$ cat config.mk
export PLATFORM = sky130hd
export DESIGN_NAME = wb_rr_arbiter
export DESIGN_NICKNAME = d
export VERILOG_FILES = /design/src/rtl/wb_arb_pkg.sv /design/src/rtl/rr_pick.sv /design/src/rtl/wb_rr_arbiter.sv
export SDC_FILE = /design/constraint.sdc
export NUM_CORES = 1
export LEC_CHECK = 0
export BUFFER_PORTS_ARGS = -buffer_cell sky130_fd_sc_hd__buf_2
export CAP_MARGIN = 20
export CORE_AREA = 4 4 144 146
export DETAILED_ROUTE_END_ITERATION = 8
export DIE_AREA = 0 0 148 150
export GPL_TIMING_DRIVEN = 1
export PLACE_DENSITY = 0.5
export SYNTH_ARGS = -nofsm -noshare
export SYNTH_HDL_FRONTEND = slang
export SYNTH_HIERARCHICAL = 1
export SYNTH_SLANG_ARGS = --single-unit
$ cat constraint.sdc
create_clock -name i_clk -period 2.7 [get_ports i_clk]
set_input_delay 0.54 -clock i_clk [delete_from_list [all_inputs] [get_ports i_clk]]
set_output_delay 0.54 -clock i_clk [all_outputs]
set_load 0.02 [all_outputs]
$ cat src/rtl/wb_arb_pkg.sv
// ============================================================================
// Module : wb_arb_pkg
// Brief  : Shared types and sizing helpers for the Wishbone round-robin arbiter.
// Rev    : 1.0
// ============================================================================
`default_nettype none

package wb_arb_pkg;

  typedef enum logic [0:0] {
    IDLE    = 1'b0,
    GRANTED = 1'b1
  } arb_state_t;

  // The counter must represent 0 .. 2^lg inclusive.
  function automatic int cnt_width(input int lg);
    return lg + 1;
  endfunction

endpackage

`default_nettype wire

$ cat src/rtl/rr_pick.sv
// ============================================================================
// Module : rr_pick
// Brief  : Combinational one-hot round-robin picker; first request at or after
//          the pointer wins, wrapping to the lowest index.
// Rev    : 1.0
// ============================================================================
`default_nettype none

module rr_pick #(
  parameter int NM = 4,
  parameter int PW = 2
) (
  input  logic [NM-1:0] i_req,
  input  logic [PW-1:0] i_ptr,
  output logic [NM-1:0] o_gnt
);

  logic [NM-1:0] w_mask;
  logic [NM-1:0] w_hi;
  logic [NM-1:0] w_hi_low;
  logic [NM-1:0] w_lo_low;

  // x & -x isolates the lowest set bit.
  assign w_mask   = ~((NM'(1) << i_ptr) - NM'(1));
  assign w_hi     = i_req & w_mask;
  assign w_hi_low = w_hi & (~w_hi + NM'(1));
  assign w_lo_low = i_req & (~i_req + NM'(1));
  assign o_gnt    = (|w_hi) ? w_hi_low : w_lo_low;

endmodule

`default_nettype wire

$ cat src/rtl/wb_rr_arbiter.sv
// ============================================================================
// Module : wb_rr_arbiter
// Brief  : Round-robin arbiter sharing one pipelined Wishbone slave port among
//          NM masters; optional watchdog enabled by WB_ARB_TIMEOUT_EN.
// Rev    : 1.0
// ============================================================================
`default_nettype none

module wb_rr_arbiter
  import wb_arb_pkg::*;
#(
  parameter int NM         = 4,
  parameter int AW         = 32,
  parameter int DW         = 38,
  parameter int LGMAXBURST = 4
`ifdef WB_ARB_TIMEOUT_EN
  ,
  parameter int LGTIMEOUT  = 10
`endif
) (
  input  logic             i_clk,
  input  logic             i_reset_n,
  input  logic [NM-1:0]    i_mcyc,
  input  logic [NM-1:0]    i_mvalid,
  output logic [NM-1:0]    o_mstall,
  input  logic [NM*AW-1:0] i_maddr,
  input  logic [NM*DW-1:0] i_mdata,
  output logic [NM-1:0]    o_mack,
  output logic [NM-1:0]    o_merr,
  output logic             o_scyc,
  output logic             o_svalid,
  input  logic             i_sstall,
  output logic [AW-1:0]    o_saddr,
  output logic [DW-1:0]    o_sdata,
  input  logic             i_sack,
  input  logic             i_serr,
  output logic [NM-1:0]    o_grant
);

  localparam int PW = (NM > 1) ? $clog2(NM) : 1;
  localparam int CW = cnt_width(LGMAXBURST);
  localparam logic [CW-1:0] c_MAX_OUT = {1'b1, {LGMAXBURST{1'b0}}};
  localparam logic [PW-1:0] c_LAST    = PW'(NM - 1);

  arb_state_t    r_state;
  logic [NM-1:0] r_grant;
  logic [PW-1:0] r_gidx;
  logic [PW-1:0] r_ptr;
  logic [CW-1:0] r_outstanding;

  logic [NM-1:0] w_pick;
  logic [PW-1:0] w_pick_idx;
  logic [PW-1:0] w_next_ptr;
  logic          w_cyc_g;
  logic          w_full;
  logic          w_ack_ok;
  logic          w_sack;
  logic          w_serr;
  logic          w_accept;
  logic          w_timeout;

  rr_pick #(
    .NM (NM),
    .PW (PW)
  ) u_pick (
    .i_req (i_mcyc),
    .i_ptr (r_ptr),
    .o_gnt (w_pick)
  );

  always_comb begin
    w_pick_idx = '0;
    for (int k = 0; k < NM; k++) begin
      if (w_pick[k]) w_pick_idx = PW'(k);
    end
  end

  assign w_next_ptr = (r_gidx == c_LAST) ? '0 : r_gidx + 1'b1;

  assign w_cyc_g  = (r_state == GRANTED) && (|(i_mcyc & r_grant));
  assign w_full   = (r_outstanding == c_MAX_OUT);
  // Responses only count while the granted cycle is live and something is owed.
  assign w_ack_ok = w_cyc_g && (r_outstanding != '0) && !w_timeout;
  assign w_serr   = w_ack_ok && i_serr;
  assign w_sack   = w_ack_ok && i_sack && !i_serr;

  assign o_scyc   = w_cyc_g && !w_timeout;
  assign o_svalid = o_scyc && (|(i_mvalid & r_grant)) && !w_full;
  assign w_accept = o_svalid && !i_sstall;

  assign o_mstall = ~r_grant | {NM{i_sstall || w_full}};
  assign o_mack   = r_grant & {NM{w_sack}};
  assign o_merr   = r_grant & {NM{w_serr || w_timeout}};
  assign o_grant  = r_grant;

  always_comb begin
    o_saddr = '0;
    o_sdata = '0;
    for (int k = 0; k < NM; k++) begin
      if (r_grant[k]) begin
        o_saddr = i_maddr[k*AW +: AW];
        o_sdata = i_mdata[k*DW +: DW];
      end
    end
  end

`ifdef WB_ARB_TIMEOUT_EN
  localparam logic [LGTIMEOUT-1:0] c_TO_FIRE = {{(LGTIMEOUT-1){1'b1}}, 1'b0};
  logic [LGTIMEOUT-1:0] r_wdog;

  // Fires in the cycle the idle count would reach 2^LGTIMEOUT-1.
  assign w_timeout = w_cyc_g && (r_outstanding != '0) && !i_sack && !i_serr &&
                     (r_wdog == c_TO_FIRE);

  always_ff @(posedge i_clk or negedge i_reset_n) begin
    if (!i_reset_n) begin
      r_wdog <= '0;
    end else if (!w_cyc_g || w_timeout || (r_outstanding == '0) || i_sack || i_serr) begin
      r_wdog <= '0;
    end else begin
      r_wdog <= r_wdog + 1'b1;
    end
  end
`else
  assign w_timeout = 1'b0;
`endif

  always_ff @(posedge i_clk or negedge i_reset_n) begin
    if (!i_reset_n) begin
      r_state       <= IDLE;
      r_grant       <= '0;
      r_gidx        <= '0;
      r_ptr         <= '0;
      r_outstanding <= '0;
    end else begin
      case (r_state)
        IDLE: begin
          r_outstanding <= '0;
          if (|i_mcyc) begin
            r_grant <= w_pick;
            r_gidx  <= w_pick_idx;
            r_state <= GRANTED;
          end
        end
        GRANTED: begin
          if (!w_cyc_g || w_timeout) begin
            r_state       <= IDLE;
            r_grant       <= '0;
            r_outstanding <= '0;
            r_ptr         <= w_next_ptr;
          end else if (w_serr) begin
            r_outstanding <= '0;
          end else if (w_accept && !w_sack) begin
            r_outstanding <= r_outstanding + 1'b1;
          end else if (!w_accept && w_sack) begin
            r_outstanding <= r_outstanding - 1'b1;
          end
        end
        default: begin
          r_state <= IDLE;
          r_grant <= '0;
        end
      endcase
    end
  end

endmodule

`default_nettype wire
==> out/metrics.cfg, run 1 <==
[run_status]
status = finished clean

[finish]
nets = 1177
layout.cells.most_common = sky130_fd_sc_hd__buf_2
drive_above_1_share_pct = 47.1
flow.area_growth_from_synthesis_pct = 76.9
multi_input_comb_area_sq_um = 2440
num-fill-cells = 2278
area.sequential_sq_um = 359
number_of_inserted_diodes = 0
most-common-layout-cells = sky130_fd_sc_hd__buf_2 (380), sky130_fd_sc_hd__nand2_1 (91), sky130_fd_sc_hd__nor2_1 (79)

[setup_path]
crit_chain = nor2b_4 > buf_6 > a22oi_1 > nor2_1 > a21oi_1 > o21ai_0 > buf_2
cp_num_buf_inv = 2
critical-path-slowest-cell = sky130_fd_sc_hd__dfrtp_1
timing.critical_path.slowest_cell_delay_ns = 0.46
cp-startpoint = o_grant[0]
crit_fanout = 29
criticalPathCategory = reg2out
startpoint_type = flop
critical_path.top_delay_family = buffers and inverters
critPathCaptureType = primary output
cp_data_required_time_ns = 2.16
critical_path.reg2reg.startpoint = r_outstanding[1]
worstPathArrival_ns = 1.98

[die]
die_height_microns = 150
core.rowCount = 51
floorplan.io_pins = 381
coreArea_sq_um = 19400
initial_utilization_pct = 15.5
die_width_microns = 148
die_footprint_sq_um = 22200

[sta]
count_of_final_setup_violators = 0
setup_total_negative_slack_ns = 0
hold-worst-slack_ns = 0.205
rsz_0062_raised_after_global_routing = false
clock_skew_ns = 0.00379
timing.slew.headroom_pct = 49.9
timing.final.max_slew_violations = 0
final_period_minus_worst_setup_slack_ns = 2.52
fmax_ghz = 0.398
min_period_over_period_pct = 93.2
hold_violations = 0
max_slew.worst_pin.slew_ns = 0.751

[power]
power.density_nw_per_um2 = 1060
p_leak_uw = 0.00278
ir_drop_v = 0.000675

[routing]
wirelength_routed_microns = 18400
detailedRoute.firstIterationViolations = 262
route.detailed.drc = 0
drt-pass1-iter-count = 5
via_per_inst = 4.44
via_count = 5067
detail-route-antenna-nets = 0
route.detailed.wl_per_inst_microns = 16.1

[synthesis]
synth-edff-count = 0
post_synth_instance_area_sq_um = 3010
mean_instance_size_in_the_synthesized_netlist_sq_um = 5.73
yosys-top-cells-area = sky130_fd_sc_hd__a22oi_1 (18%), sky130_fd_sc_hd__a21oi_1 (13%), sky130_fd_sc_hd__o21ai_0 (13%), sky130_fd_sc_hd__dfrtp_1 (12%), sky130_fd_sc_hd__nand2_1 (11%)
ys.warnings.count = 6
synth.distinct_cells = 43
fraction_of_synthesized_cell_area_taken_by_the_top_area_cell_type_pct = 18.0
synth-seq-cells = 14
synth_cells = 525
asyncSetResetFlopFracSynth_pct = 100
syn_nets = 824
ys_seq_area_share_pct = 11.6
synth.largest_area_cell = sky130_fd_sc_hd__a22oi_1
ys_dominant_reg_cell = sky130_fd_sc_hd__dfrtp_1

[flow_run]
drv_cap = 0

[global_routing]
grt_max_degree = 85
globalRoute.totalOverflow = 0
number_of_antenna_violations_at_the_first_check_in_global_routing = 0
grt_pass1_vias = 4791
grt_use_total_pct = 14.4
grt_pass1_wl_microns = 25900

[cts]
cts.reportedPaths.clkPinSlew_ns = 0.05
clkLatencyLatePin_ns = 0.24
post_cts.resized_instances = 0
cts_setup_buffers = 0
cts.hold.buffers_added = 0
htree_levels = 1
cts_tree = yes
number_of_sinks_handled_by_clock_tree_synthesis = 14
cts-root-buf = sky130_fd_sc_hd__clkbuf_16
cts_made_buffers = 3
cts_buffer_depth = 2

[place]
dp_hpwl_microns = 15200
gp_congestion = 0.839
numPortBuffers = 380

[min_path]
hold_path_class = in2async

-- logic make-up after synthesis --
group           count (synthesis)  share of synthesized area [%]
compound gates                243                           48.6
xor+xnor                        2                          0.582
fa+ha+maj                       6                           2.74
buf+inv                        58                           7.61
flops                          14                           11.6
mux                             4                           1.37
simple gates                  198                           27.5
-- layer usage --
| layer | GRT usage (%) | wire (microns) |
|---|---|---|
| met5 | 0 | 0 |
| met4 | 1.15 | 112 |
| met3 | 3.00 | 1600 |
| met2 | 26.7 | 9160 |
| met1 | 18.0 | 7480 |
-- state kept, by name (all words and copies together) (netlist names) --
name           cells
r_gidx             2
o_grant            4
r_outstanding      5
r_state            1
r_ptr              2
-- worst reg2reg max path, delay by kind of cell (launching register included) --
family          cells  cell delay, ns
simple gates        4            0.68
mux                 1            0.16
compound gates      3            0.60
fa+ha+maj           1            0.41
buf+inv             1            0.10
flops               1            0.38
-- cell usage after synthesis, types with 3 or more instances --
cell,number
sky130_fd_sc_hd__nor4_1,3
sky130_fd_sc_hd__dfrtp_1,14
sky130_fd_sc_hd__ha_1,5
sky130_fd_sc_hd__nor2_1,79
sky130_fd_sc_hd__a21oi_1,79
sky130_fd_sc_hd__o21ai_0,77
sky130_fd_sc_hd__a22oi_1,72
sky130_fd_sc_hd__clkbuf_1,42
sky130_fd_sc_hd__nand2_1,91
sky130_fd_sc_hd__and2_1,9
sky130_fd_sc_hd__inv_1,7
sky130_fd_sc_hd__mux2i_1,3
sky130_fd_sc_hd__buf_1,5
-- final cells by class --
class                           count  share of cell area [%]
Clock buffer                        4                    1.67
Inverter                            7                   0.494
Multi-Input combinational cell    453                    45.9
Sequential cell                    14                    6.74
Tap cell                          265                    6.23
Timing Repair Buffer              399                    39.0
-- path summary, 6_finish.rpt --
| kind | endpoint | slack [ns] | cells past startpoint |
|---|---|---|---|
| min in group i_clk | r_ptr[0] | 0.49 | 1 |
| max in group asynchronous | o_grant[2] | 2.20 | 1 |
| setup reg to reg | r_outstanding[4] | 0.24 | 10 |
| hold / removal | r_ptr[1] | 0.20 | 1 |
| hold reg to reg | r_ptr[0] | 0.49 | 1 |
| setup / recovery | o_sdata[34] | 0.18 | 7 |
-- stage by stage --
stage / area (sq um) / cells / setup slack, ns / power, uW / util, %
floorplan: 3010 / 525 / 0.0285 / 3540 / -
global placement: 5220 / 1138 / 0.144 / 5390 / 26.9
detailed placement: 5220 / 1138 / 0.107 / 5410 / 26.9
CTS: 5310 / 1142 / 0.0427 / 5740 / 27.4
global route: 5320 / 1142 / 0.0157 / 6170 / 27.4
finish: 5320 / 1142 / 0.185 / 5650 / 27.4
-- power breakdown --
group          total [uW]  internal [uW]  switching [uW]
registers             390            288             101
logic                4940           1620            3330
clock network         316            225            90.8
total                5650           2130            3520
Power figures use the tool's default switching activity.
==> run 2: changes to the inputs <==
- MAX_ROUTING_LAYER: not set -> met4
==> run 2 against run 1 <==
  * First-iteration DRC count is 7.6% higher
  * Highest routed layer unchanged
  * Largest cell class unchanged
  * Total power hardly changed
  * Critical endpoint unchanged
  * Critical path type unchanged
  * Largest power group unchanged
  * Critical path depth stayed put
==> out/metrics.cfg, run 2 (synthesis gave the netlist of run 1 again) <==
[run_status]
status = finished clean  ; unchanged

[power]
ir_drop_v = 0.000667  ; was 0.000675 V
net-switching-power_uw = 3510  ; was 3520 uW
power_report.internal_total_uw = 2130  ; about the same
logic_pwr_share_pct = 87.5  ; about the same
seq_power_share_pct = 6.9  ; about the same
p_leak_uw = 0.00278  ; unchanged
power.density_nw_per_um2 = 1060  ; about the same
p_clk_share_pct = 5.6  ; about the same
power_uw = 5650  ; about the same
swShare_pct = 62.2  ; was 62.3%

[routing]
route.detailed.drc = 0  ; unchanged
via_count = 5059  ; was 5,067
route.detailed.wl_per_inst_microns = 16.0  ; was 16.1 microns
detailedRoute.firstIterationViolations = 282  ; was 262
wirelength_routed_microns = 18300  ; was 18,400 microns
detail-route-antenna-nets = 0  ; unchanged
via_per_inst = 4.43  ; was 4.44
drt-pass1-iter-count = 5  ; unchanged

[place]
placed_standard_cell_area_sq_um = 5220  ; unchanged
dp_hpwl_microns = 15200  ; unchanged
numPortBuffers = 380  ; unchanged
gp_congestion = 0.852  ; was 0.839

[cts]
htree_levels = 1  ; unchanged
cts.hold.buffers_added = 0  ; unchanged
cts_setup_buffers = 0  ; unchanged
cts.reportedPaths.clkPinSlew_ns = 0.05  ; about the same
clkLatencyLatePin_ns = 0.24  ; about the same
cts_buffer_depth = 2  ; unchanged
number_of_sinks_handled_by_clock_tree_synthesis = 14  ; unchanged
cts_tree = yes  ; unchanged
cts-root-buf = sky130_fd_sc_hd__clkbuf_16  ; unchanged
cts_made_buffers = 3  ; unchanged

[sta]
timing.slew.headroom_pct = 49.6  ; was 49.9%
count_of_final_setup_violators = 0  ; unchanged
hold-worst-slack_ns = 0.204  ; was 0.205 ns
final_period_minus_worst_setup_slack_ns = 2.51  ; was 2.52 ns
fmax_ghz = 0.399  ; was 0.398 GHz
min_period_over_period_pct = 92.9  ; was 93.2%
clock_skew_ns = 0.00422  ; was 0.00379 ns
setup_total_negative_slack_ns = 0  ; unchanged
timing.final.max_slew_violations = 0  ; unchanged
max_slew.worst_pin.slew_ns = 0.756  ; was 0.751 ns
rsz_0062_raised_after_global_routing = false  ; unchanged
hold_violations = 0  ; unchanged

[setup_path]
criticalPathCategory = reg2out  ; unchanged
r2r_cells = 11  ; was 10
crit_fanout = 29  ; unchanged
worstPathArrival_ns = 1.97  ; was 1.98 ns
critical_path.reg2reg.startpoint = r_outstanding[2]  ; was r_outstanding[1]
cp_data_required_time_ns = 2.16  ; about the same
cp-startpoint = o_grant[0]  ; unchanged
startpoint_type = flop  ; unchanged
critPathCaptureType = primary output  ; unchanged

[die]
initial_utilization_pct = 15.5  ; unchanged
core.rowCount = 51  ; unchanged
floorplan.io_pins = 381  ; unchanged
die_footprint_sq_um = 22200  ; unchanged
die_height_microns = 150  ; unchanged
coreArea_sq_um = 19400  ; unchanged
die_width_microns = 148  ; unchanged

[finish]
finalCoreUtilization_pct = 27.4  ; unchanged
largest_register = r_outstanding  ; unchanged
drive_above_1_share_pct = 47.1  ; unchanged
layout.cell_area.non_filler_sq_um = 5320  ; unchanged
layout.cells.most_common = sky130_fd_sc_hd__buf_2  ; unchanged
largest_reg_flops = 5  ; unchanged
most-common-layout-cells = sky130_fd_sc_hd__buf_2 (380), sky130_fd_sc_hd__nand2_1 (91), sky130_fd_sc_hd__nor2_1 (79)  ; unchanged
flow.area_growth_from_synthesis_pct = 76.9  ; unchanged
number_of_inserted_diodes = 0  ; unchanged
nets = 1177  ; unchanged

[global_routing]
grt_pass1_wl_microns = 25900  ; about the same
number_of_antenna_violations_at_the_first_check_in_global_routing = 0  ; unchanged
grt_pass1_vias = 4791  ; unchanged
globalRoute.totalOverflow = 0  ; unchanged
grt_use_total_pct = 14.9  ; was 14.4%
grt_max_degree = 85  ; unchanged

[min_path]
hold_path_class = in2async  ; unchanged

[flow_run]
drv_cap = 0  ; unchanged

[run 2: cell counts in the layout (fill, tap and decap cells not counted)]
No cell type changed its count.
[run 2: final timing paths]
kind / end / slack [ns]
min in group i_clk: r_ptr[0] / 0.49
worst min register to register: r_ptr[0] / 0.49
worst max register to register: r_outstanding[4] / 0.24
worst min-delay path: r_state / 0.20
worst max-delay path: o_sdata[34] / 0.19
max in group asynchronous: o_grant[2] / 2.20
[run 2: through the flow]
| step | worst slack [ns] | instances |
|---|---|---|
| after floorplan | 0.0285 | 525 |
| after global placement | 0.144 | 1138 |
| after detailed placement | 0.107 | 1138 |
| after CTS | 0.0427 | 1142 |
| after global routing | 0.0157 | 1142 |
| final | 0.192 | 1142 |
[run 2: power by group through the flow]
stage	combinational (uW)	sequential, uW	clock (uW)
2_1_floorplan	3160	377	0
3_3_place_gp	5000	392	0
3_5_place_dp	5010	392	0
4_1_cts	5030	389	323
5_1_grt	5430	405	335
6_report	4940	390	316
[run 2: timing repair]
| action | CTS | global route |
|---|---|---|
| endpoints found under the setup margin | 0 | 7 |
| endpoints found under the hold margin | 0 | 0 |
| resized for setup | 0 | 3 |
[run 2: area by class of cell]
cell class / instances / area, sq um
flip-flops and latches: 14 / 359
multi-input cells: 453 / 2440
repair buffers: 399 / 2080
well taps: 265 / 332
inverters: 7 / 26.3
fillers: 2278 / 14100
clock buffers: 4 / 88.8
[run 2: critical path, cell delays in order (launching register included)]
cell                      delay, ns
sky130_fd_sc_hd__dfrtp_1       0.46
sky130_fd_sc_hd__nor2b_4       0.23
sky130_fd_sc_hd__buf_6         0.26
sky130_fd_sc_hd__a22oi_1       0.10
sky130_fd_sc_hd__nor2_1        0.11
sky130_fd_sc_hd__a21oi_1       0.05
sky130_fd_sc_hd__o21ai_0       0.28
sky130_fd_sc_hd__buf_2         0.23
[run 2: layer usage]
layer	track usage, %	part of all wire (%)
met4	1.15	0.61
met1	18.2	40
met3	2.60	8.8
met2	26.8	50
met5	-	0
==> run 3: changes to the inputs <==
- ABC_AREA: not set -> 1
- CORE_AREA: 4 4 144 146 -> 4 4 145 147
- DIE_AREA: 0 0 148 150 -> 0 0 149 151
==> run 3 against run 2 <==
  * Total power is 4.4% higher
  * Sequential share of layout area hardly changed
  * Sequential power is 2% lower
  * Utilization is 0.73 points lower
  * Largest cell class unchanged
==> out/metrics.cfg, run 3 <==
[run_status]
status = finished clean  ; unchanged

[synthesis]
ys_dominant_reg_cell = sky130_fd_sc_hd__dfrtp_1  ; unchanged
synth-adder-area-share_pct = 2.72  ; was 2.74%
yosys.area_share.xor_xnor_pct = 0.577  ; was 0.582%
asyncSetResetFlopFracSynth_pct = 100  ; unchanged
synth.largest_area_cell = sky130_fd_sc_hd__a221oi_1  ; was sky130_fd_sc_hd__a22oi_1
synth.cells.most_frequent = sky130_fd_sc_hd__nand2_1 (123), sky130_fd_sc_hd__nor2_1 (90), sky130_fd_sc_hd__o31ai_1 (71)  ; was sky130_fd_sc_hd__nand2_1 (91), sky130_fd_sc_hd__a21oi_1 (79), sky130_fd_sc_hd__nor2_1 (79)
yosys-top-cells-area = sky130_fd_sc_hd__a221oi_1 (20%), sky130_fd_sc_hd__o31ai_1 (18%), sky130_fd_sc_hd__nand2_1 (15%), sky130_fd_sc_hd__dfrtp_1 (12%), sky130_fd_sc_hd__nor2_1 (11%)  ; was sky130_fd_sc_hd__a22oi_1 (18%), sky130_fd_sc_hd__a21oi_1 (13%), sky130_fd_sc_hd__o21ai_0 (13%), sky130_fd_sc_hd__dfrtp_1 (12%), sky130_fd_sc_hd__nand2_1 (11%)
post_synth_instance_area_sq_um = 3040  ; was 3010 sq um
synth-edff-count = 0  ; unchanged
fraction_of_synthesized_cell_area_taken_by_the_top_area_cell_type_pct = 20.2  ; was 18.0%
ys.warnings.count = 6  ; unchanged
synth_compound_area_share_pct = 41.0  ; was 48.6%
dominant_combinational_cell_family_by_area_after_synthesis = compound AO/OA/AOI/OAI gates  ; unchanged
syn_nets = 787  ; was 824
synth_cells = 488  ; was 525
synth_simple_gate_area_share_pct = 35.2  ; was 27.5%
synth.distinct_cells = 31  ; was 43
ys_seq_area_share_pct = 11.5  ; was 11.6%
most_frequent_cell_after_synthesis = sky130_fd_sc_hd__nand2_1  ; unchanged
mean_instance_size_in_the_synthesized_netlist_sq_um = 6.23  ; was 5.73 sq um
synth-seq-cells = 14  ; unchanged
synth.area.mux_share_pct = 0  ; was 1.37%

[power]
net-switching-power_uw = 3640  ; was 3510 uW
power.density_nw_per_um2 = 1110  ; was 1060 nW/um^2
ir_drop_v = 0.000333  ; was 0.000667 V
swShare_pct = 61.8  ; was 62.2%
p_leak_uw = 0.00273  ; was 0.00278 uW
power_report.internal_total_uw = 2250  ; was 2130 uW
p_clk_share_pct = 5.3  ; was 5.6%
logic_pwr_share_pct = 88.3  ; was 87.5%
seq_power_share_pct = 6.5  ; was 6.9%

[sta]
timing.final.max_slew_violations = 0  ; unchanged
fmax_ghz = 0.395  ; was 0.399 GHz
final_period_minus_worst_setup_slack_ns = 2.53  ; was 2.51 ns
setup_total_negative_slack_ns = 0  ; unchanged
max_slew.worst_pin.slew_ns = 0.462  ; was 0.756 ns
timing.slew.headroom_pct = 69.2  ; was 49.6%
count_of_final_setup_violators = 0  ; unchanged
hold_violations = 0  ; unchanged
clock_skew_ns = 0.00226  ; was 0.00422 ns
min_period_over_period_pct = 93.8  ; was 92.9%
rsz_0062_raised_after_global_routing = false  ; unchanged

[setup_path]
startpoint_type = flop  ; unchanged
criticalPathCategory = reg2out  ; unchanged
crit_fanout = 32  ; was 29
worstPathArrival_ns = 1.99  ; was 1.97 ns
critPathCaptureType = primary output  ; unchanged
cp_data_required_time_ns = 2.16  ; about the same

[die]
floorplan.io_pins = 381  ; unchanged
die_footprint_sq_um = 22500  ; was 22,200 sq um
die_width_microns = 149  ; was 148 microns
die_height_microns = 151  ; was 150 microns
core.rowCount = 52  ; was 51
coreArea_sq_um = 19900  ; was 19,400 sq um
initial_utilization_pct = 15.3  ; was 15.5%

[cts]
cts_buffer_depth = 2  ; unchanged
cts_tree = yes  ; unchanged
cts_made_buffers = 3  ; unchanged
post_cts.resized_instances = 0  ; unchanged
cts-root-buf = sky130_fd_sc_hd__clkbuf_16  ; unchanged
clkLatencyLatePin_ns = 0.24  ; about the same
htree_levels = 1  ; unchanged
cts.reportedPaths.clkPinSlew_ns = 0.05  ; about the same
cts_setup_buffers = 0  ; unchanged
cts.hold.buffers_added = 0  ; unchanged
number_of_sinks_handled_by_clock_tree_synthesis = 14  ; unchanged

[finish]
layout.cells.most_common = sky130_fd_sc_hd__buf_2  ; unchanged
layout.cell_area.non_filler_sq_um = 5320  ; about the same
largest_register = r_outstanding  ; unchanged
number_of_inserted_diodes = 0  ; unchanged
most-common-layout-cells = sky130_fd_sc_hd__buf_2 (380), sky130_fd_sc_hd__nand2_1 (123), sky130_fd_sc_hd__nor2_1 (90)  ; was sky130_fd_sc_hd__buf_2 (380), sky130_fd_sc_hd__nand2_1 (91), sky130_fd_sc_hd__nor2_1 (79)
drive_above_1_share_pct = 51.1  ; was 47.1%
largest_reg_flops = 5  ; unchanged
flow.area_growth_from_synthesis_pct = 75.1  ; was 76.9%
nets = 1139  ; was 1,177

[global_routing]
grt_use_total_pct = 14.3  ; was 14.9%
globalRoute.totalOverflow = 0  ; unchanged
grt_max_degree = 97  ; was 85
number_of_antenna_violations_at_the_first_check_in_global_routing = 0  ; unchanged
grt_pass1_wl_microns = 25500  ; was 25,900 microns
grt_pass1_vias = 4579  ; was 4,791

[routing]
route.detailed.drc = 0  ; unchanged
via_count = 5046  ; was 5,059
detail-route-antenna-nets = 0  ; unchanged
detailedRoute.firstIterationViolations = 291  ; was 282
drt-pass1-iter-count = 5  ; unchanged
via_per_inst = 4.55  ; was 4.43
wirelength_routed_microns = 18400  ; was 18,300 microns
route.detailed.wl_per_inst_microns = 16.6  ; was 16.0 microns

[flow_run]
drv_cap = 0  ; unchanged

[place]
dp_hpwl_microns = 15000  ; was 15,200 microns
gp_congestion = 0.806  ; was 0.852
placed_standard_cell_area_sq_um = 5230  ; was 5220 sq um
numPortBuffers = 380  ; unchanged

[min_path]
hold_path_class = in2async  ; unchanged

run 3: cell count changes after synthesis, moves of 7 or more:
cell / delta
sky130_fd_sc_hd__o21ai_0: -73
sky130_fd_sc_hd__a21oi_1: -76
sky130_fd_sc_hd__a221oi_1: +70
sky130_fd_sc_hd__inv_1: +10
sky130_fd_sc_hd__nand2_1: +32
sky130_fd_sc_hd__a22oi_1: -72
sky130_fd_sc_hd__nand3_1: +7
sky130_fd_sc_hd__and2_1: -9
sky130_fd_sc_hd__clkbuf_1: -9
sky130_fd_sc_hd__o31ai_1: +70
sky130_fd_sc_hd__nor2_1: +11
run 3: logic make-up (layout without fill, tap and decap cells):
kind of cell | count (synthesis) | after routing
AO/OA/AOI/OAI | 155 | 155
XOR/XNOR | 2 | 2
adder cells (fa/ha/maj) | 6 | 6
buffers and inverters | 67 | 418
flip-flops | 14 | 14
AND/OR/NAND/NOR | 244 | 244
run 3: final timing paths:
| kind | from | end | slack (ns) | cells after the start |
|---|---|---|---|---|
| max | o_grant[2] | o_saddr[21] | 0.17 | 5 |
| min reg2reg | r_ptr[0] | r_ptr[0] | 0.51 | 2 |
| min in group i_clk | r_ptr[0] | r_ptr[0] | 0.51 | 2 |
| min | i_reset_n | r_outstanding[2] | 0.19 | 1 |
| max reg2reg | r_outstanding[0] | r_outstanding[4] | 0.38 | 15 |
| max in group asynchronous | i_reset_n | o_grant[3] | 2.22 | 1 |
run 3: power by group through the flow:
stage          sequential, uW  clock (uW)  combinational (uW)
5_1_grt                   396         329                5600
4_1_cts                   383         321                5260
3_3_place_gp              386           0                5250
6_report                  381         311                5200
3_5_place_dp              386           0                5230
2_1_floorplan             358           0                3380
run 3: cell type report:
class | count | area, sq um
fillers | 2271 | 14600
multi-input cells | 407 | 2420
repair buffers | 393 | 2040
flip-flops and latches | 14 | 357
well taps | 270 | 338
clock buffers | 4 | 88.8
inverters | 21 | 78.8
run 3: through the flow:
stage | cells | setup slack [ns] | utilization (%) | hold WS, ns | power, uW
global placement | 1105 | 0.181 | 26.3 | 0.463 | 5630
detailed placement | 1105 | 0.154 | 26.3 | 0.469 | 5620
finish | 1109 | 0.168 | 26.7 | 0.194 | 5890
global route | 1109 | 0.0348 | 26.7 | 0.217 | 6330
CTS | 1109 | 0.175 | 26.7 | 0.202 | 5960
floorplan | 488 | 0.416 | - | 0.244 | 3740
run 3: critical path, stage by stage (launching register included):
cell                       delay, ns
sky130_fd_sc_hd__dfrtp_2        0.44
sky130_fd_sc_hd__buf_4          0.39
sky130_fd_sc_hd__buf_4          0.33
sky130_fd_sc_hd__a221oi_1       0.12
sky130_fd_sc_hd__o31ai_1        0.21
sky130_fd_sc_hd__buf_2          0.23
run 3: per-layer routing:
metal	part of all wire [%]	vias to the layer above	global-route usage (%)	wire, microns
met5	0	-	-	0
met2	49	245	23.7	9050
met4	1.2	0	2.15	220
met1	41	2289	18.9	7530
met3	8.8	18	2.33	1630
li1	-	2494	-	-
